**src/rtl/fifo_ctrl.sv**
```systemverilog
// Pointer/occupancy engine for an external SIZE-entry storage array; zero-latency head read, write visible next cycle.
// Backpressure: in_ready_o/out_valid_o decode the registered count only; flush and reset clear control state.
module fifo_ctrl #(
  parameter int SIZE        = 10,
  parameter int WIDTH       = 10,
  parameter int ALMOST_FULL = 8,
  localparam int AW         = (SIZE > 1) ? $clog2(SIZE) : 1,
  localparam int CW         = $clog2(SIZE + 1)
) (
  input  logic             clk_i,
  input  logic             rst,
  input  logic             flush_i,
  input  logic             in_valid_i,
  output logic             in_ready_o,
  input  logic [WIDTH-1:0] in_data_i,
  output logic             out_valid_o,
  input  logic             out_ready_i,
  output logic [WIDTH-1:0] out_data_o,
  output logic             mem_w_en_o,
  output logic [AW-1:0]    mem_w_addr_o,
  output logic [WIDTH-1:0] mem_w_data_o,
  output logic [AW-1:0]    mem_r_addr_o,
  input  logic [WIDTH-1:0] mem_rdata_i,
  output logic [CW-1:0]    count_o,
  output logic             full_o,
  output logic             empty_o,
  output logic             almost_full_o
);

  logic [AW-1:0] wr_ptr, wr_ptr_nxt;
  logic [AW-1:0] rd_ptr, rd_ptr_nxt;
  logic [CW-1:0] count, count_nxt;
  logic          push, pop;

  // Explicit wrap compare so non-power-of-2 depths work.
  function automatic logic [AW-1:0] ptr_inc(input logic [AW-1:0] p);
    return (p == AW'(SIZE - 1)) ? '0 : p + AW'(1);
  endfunction

  assign full_o        = (count == CW'(SIZE));
  assign empty_o       = (count == '0);
  assign almost_full_o = (count >= CW'(ALMOST_FULL));
  assign count_o       = count;
  assign in_ready_o    = !full_o;
  assign out_valid_o   = !empty_o;

  assign push = in_valid_i & in_ready_o & !flush_i;
  assign pop  = out_valid_o & out_ready_i & !flush_i;

  assign mem_w_en_o   = push;
  assign mem_w_addr_o = wr_ptr;
  assign mem_w_data_o = in_data_i;
  assign mem_r_addr_o = rd_ptr;
  assign out_data_o   = mem_rdata_i;

  always_comb begin
    wr_ptr_nxt = wr_ptr;
    rd_ptr_nxt = rd_ptr;
    count_nxt  = count;
    if (flush_i) begin
      wr_ptr_nxt = '0;
      rd_ptr_nxt = '0;
      count_nxt  = '0;
    end else begin
      if (push) wr_ptr_nxt = ptr_inc(wr_ptr);
      if (pop)  rd_ptr_nxt = ptr_inc(rd_ptr);
      case ({push, pop})
        2'b10:   count_nxt = count + CW'(1);
        2'b01:   count_nxt = count - CW'(1);
        default: count_nxt = count;
      endcase
    end
  end

  always_ff @(posedge clk_i) begin
    if (rst) begin
      wr_ptr <= '0;
      rd_ptr <= '0;
      count  <= '0;
    end else begin
      wr_ptr <= wr_ptr_nxt;
      rd_ptr <= rd_ptr_nxt;
      count  <= count_nxt;
    end
  end

endmodule

```
**config.mk**
```make
export PLATFORM = sky130hd
export DESIGN_NAME = fifo_ctrl
export DESIGN_NICKNAME = d
export VERILOG_FILES = /design/src/rtl/fifo_ctrl.sv
export SDC_FILE = /design/constraint.sdc
export NUM_CORES = 1
export LEC_CHECK = 0
export CAP_MARGIN = 15
export CORE_UTILIZATION = 34
export CTS_CLUSTER_DIAMETER = 100
export DETAILED_ROUTE_END_ITERATION = 8
export MAX_ROUTING_LAYER = met4
export PLACE_DENSITY = 0.87
export SKIP_CTS_REPAIR_TIMING = 1
export SYNTH_ARGS = -nofsm -noshare
export SYNTH_HDL_FRONTEND = slang
export SYNTH_SLANG_ARGS = --single-unit
```
**constraint.sdc**
```tcl
create_clock -name clk_i -period 2.4 [get_ports clk_i]
set_input_delay 0.48 -clock clk_i [delete_from_list [all_inputs] [get_ports clk_i]]
set_output_delay 0.48 -clock clk_i [all_outputs]
set_load 0.005 [all_outputs]
```
==> summary.txt <==
CTS
  – Longest Clk Path Bufs: 2
  – CTS tree: yes
  – H-tree levels: 1
  – CTS root buf: clkbuf_4
  – Clock insertion delay at the later pin of the skew report: 0.28 ns
  – CTS buffer count: 3
  – Clock-pin slew on the worst setup and hold paths: 0.07 ns
  – Clk sinks: 12

Synth
  – Synth Area in Compound Gates: 12.45%
  – Main synth FF type: dfxtp_1
  – Avg Cell Area, Syn: 8.062 um^2
  – Post-Synth XOR/XNOR Area: 6.149%
  – Post-synth EDFFs: 0
  – Commonest cells in the synthesized netlist: buf_4 (20), nor2_1 (14), dfxtp_1 (12)
  – Synth async-reset ratio: 0%
  – Post-synthesis simple-gate area fraction: 21.23%
  – Seq/Total Area, Yosys: 28.11%
  – Largest family of logic cells by synthesized area: buffers and inverters
  – Top cells by area, synth: dfxtp_1 (28%), buf_4 (18%), nor2_1 (6.1%), ha_1 (4.4%), xor2_1 (4.1%)
  – Synth top area share: 28.11%
  – Netlist Area Pre-Place: 854.6 um^2
  – Area share of fa/ha/maj cells after synthesis: 6.735%
  – Cells after Synth: 106
  – Mux share of post-synthesis cell area: 1.171%
  – Cell with the most instances after synthesis: buf_4
  – Area leader, netlist: dfxtp_1
  – Synth warnings: 0
  – Netlist cell types: 33
  – Synthesized Nets: 135
  – Number of synthesized register bits: 12

Die
  – Die height: 52.14 um
  – Die area: 2718 um^2
  – IO Pins: 63
  – Floorplan row count: 17
  – Initial core utilization: 37.20%
  – Die Wd: 52.14 um
  – Core area: 2297 um^2

Timing
  – Fin crit share: 99.59%
  – Post-route setup TNS: 0 ns
  – Max Slew Vio Count: 0
  – Fin Hold WS: 0.5166 ns
  – Worst Skew: 0.008801 ns
  – Final Setup Violations: 0
  – Worst slew pin tran: 0.3338 ns
  – Crit path time final: 2.390 ns
  – Max Fclk: 0.4184 GHz
  – Final worst slack: 0.009852 ns
  – Fin. Hold Viols: 0
  – Rel. slew slack: 77.50%

Setup path
  – FF-to-FF Start: count_o[3]
  – Worst-path cell chain: clkdlybuf4s50_1 > nand2_1 > or2_2 > ha_1 > ha_1 > nand3_1 > a211oi_1 > o21ai_0 > o31ai_1
  – WP data required: 2.59 ns
  – Top Family by Delay on Critical Path: adder cells
  – Crit start category: primary input
  – Worst Setup SP: in_valid_i
  – Most common cell on crit path: ha_1
  – Kind of critical path: primary input to flop
  – Arr. time, crit path: 2.58 ns
  – Crit-path max FO: 5
  – Slowest CP cell: clkdlybuf4s50_1
  – CP Buf/Inv Count: 1
  – Worst setup EP type: flop
  – Maximum single-stage delay on the critical path: 0.47 ns

Status
  – Status: finished clean

Layout
  – Nets: 146
  – Layout Utilization: 45.75%
  – # diodes: 0
  – P&R area growth vs syn: 22.99%
  – Non-Filler Cell Area, Final: 1051 um^2
  – Layout cells sized above 1: 18.97%
  – Multi-input gate area in the final layout: 422.9 um^2
  – FF/Latch Area: 242.7 um^2
  – Final Non-Filler Cells: 144
  – Filler cell count: 238

GRT
  – Largest net degree at the start of global routing: 13
  – GRT overflow: 0
  – Vias in the first global route: 658
  – First-pass GRT wire length: 2670 um
  – Initial antenna violation count: 0
  – Total GRT Usage: 13.63%

Power and ir drop
  – Switching pwr: 93.54 uW
  – Net Sw Frac: 22.46%
  – Int Pwr: 323.0 uW
  – Max IR drop VDD: 233.7 uV
  – Tot Pwr: 416.6 uW
  – Clk pwr share: 38.9%
  – PD cells: 396.3 nW/um^2
  – Static Leak: 0.4112 nW
  – Comb power frac: 12.1%
  – Sequential share of power: 48.9%

Placement
  – Inst Count DP: 140
  – DP HPWL: 1284 um
  – Post-DP Area: 997.2 um^2
  – Routability Congestion: 0.7738
  – PortBufs: 22
  – Place WS: -0.1794 ns

Detailed routing
  – Via/cell ratio: 4.979
  – Pre-Repair DR Iteration Count: 4
  – Routed WL per cell: 12.15 um
  – Routed WL: 1749 um
  – Detailed-route DRC error count: 0
  – Detail Route Antenna Nets: 0
  – DR iter-0 viols: 10
  – Vias: 717

Min path
  – Worst Hold Launch: mem_w_addr_o[3]
  – Hold Crit Class: flop to flop

Job
  – Maxcap violations: 0
[sequential cells by signal (all words and copies together), names as in the netlist]
register and count:
mem_r_addr_o 4, mem_w_addr_o 4, count_o 4
[area by class of cell]
class / instances / area share, %
Clock buffer: 4 / 3.452
Timing Repair Buffer: 30 / 26.67
Sequential cell: 12 / 23.10
Multi-Input combinational cell: 61 / 40.24
Inverter: 9 / 3.214
Tap cell: 28 / 3.333
[per-layer routing]
metal | track usage, % | part of all wire [%] | routed length [um] | vias to the layer above
met3 | 5.556 | 10 | 176 | 5
met4 | 5.702 | 1.2 | 21 | 0
met2 | 22.44 | 47 | 828 | 32
met1 | 14.41 | 41 | 723 | 328
li1 | - | - | - | 352
met5 | - | 0 | 0 | -
[power groups by stage]
stage               logic [mW]  registers (mW)  clock network [mW]
floorplan               0.0478           0.209                   0
global placement        0.0475           0.208                   0
detailed placement      0.0488           0.208                   0
CTS                     0.0493           0.203               0.168
global route            0.0549           0.204               0.177
finish                  0.0505           0.204               0.162
[worst min-delay path: cells and delay by family (launching register included)]
family          cells  cell delay (ns)
compound gates      1             0.07
flops               1             0.33
simple gates        1             0.06
[cell usage in the layout, fill, tap and decap left out, types with 2 or more instances in the layout]
cell type        instances
or2_2                    2
xor2_1                   4
nand3_1                  3
ha_1                     3
clkbuf_4                 3
clkdlybuf4s50_1         22
buf_4                    8
a21oi_2                  2
dfxtp_2                  2
xnor2_1                  2
nand2_1                  5
a31oi_1                  2
nor2b_1                  2
dfxtp_1                 10
a21oi_1                  5
nor2_1                  14
inv_1                    9
[cell families (layout without fill, tap and decap cells)]
| family | Yosys count | count (layout) |
|---|---|---|
| AOI/OAI and AO/OA | 16 | 16 |
| muxes | 1 | 1 |
| adders and majority gates | 4 | 4 |
| DFF | 12 | 12 |
| buffers and inverters | 33 | 43 |
| and+or+nand+nor | 34 | 34 |
| xor gates and xnor gates | 6 | 6 |
[final timing paths]
path	end	slack (ns)	cells after the start
setup / recovery	count_o[3]	0.01	9
hold reg to reg	mem_w_addr_o[3]	0.52	2
hold / removal	mem_w_addr_o[3]	0.52	2
setup reg to reg	count_o[3]	0.09	9
No activity file was read; power rests on OpenSTA's default activity.
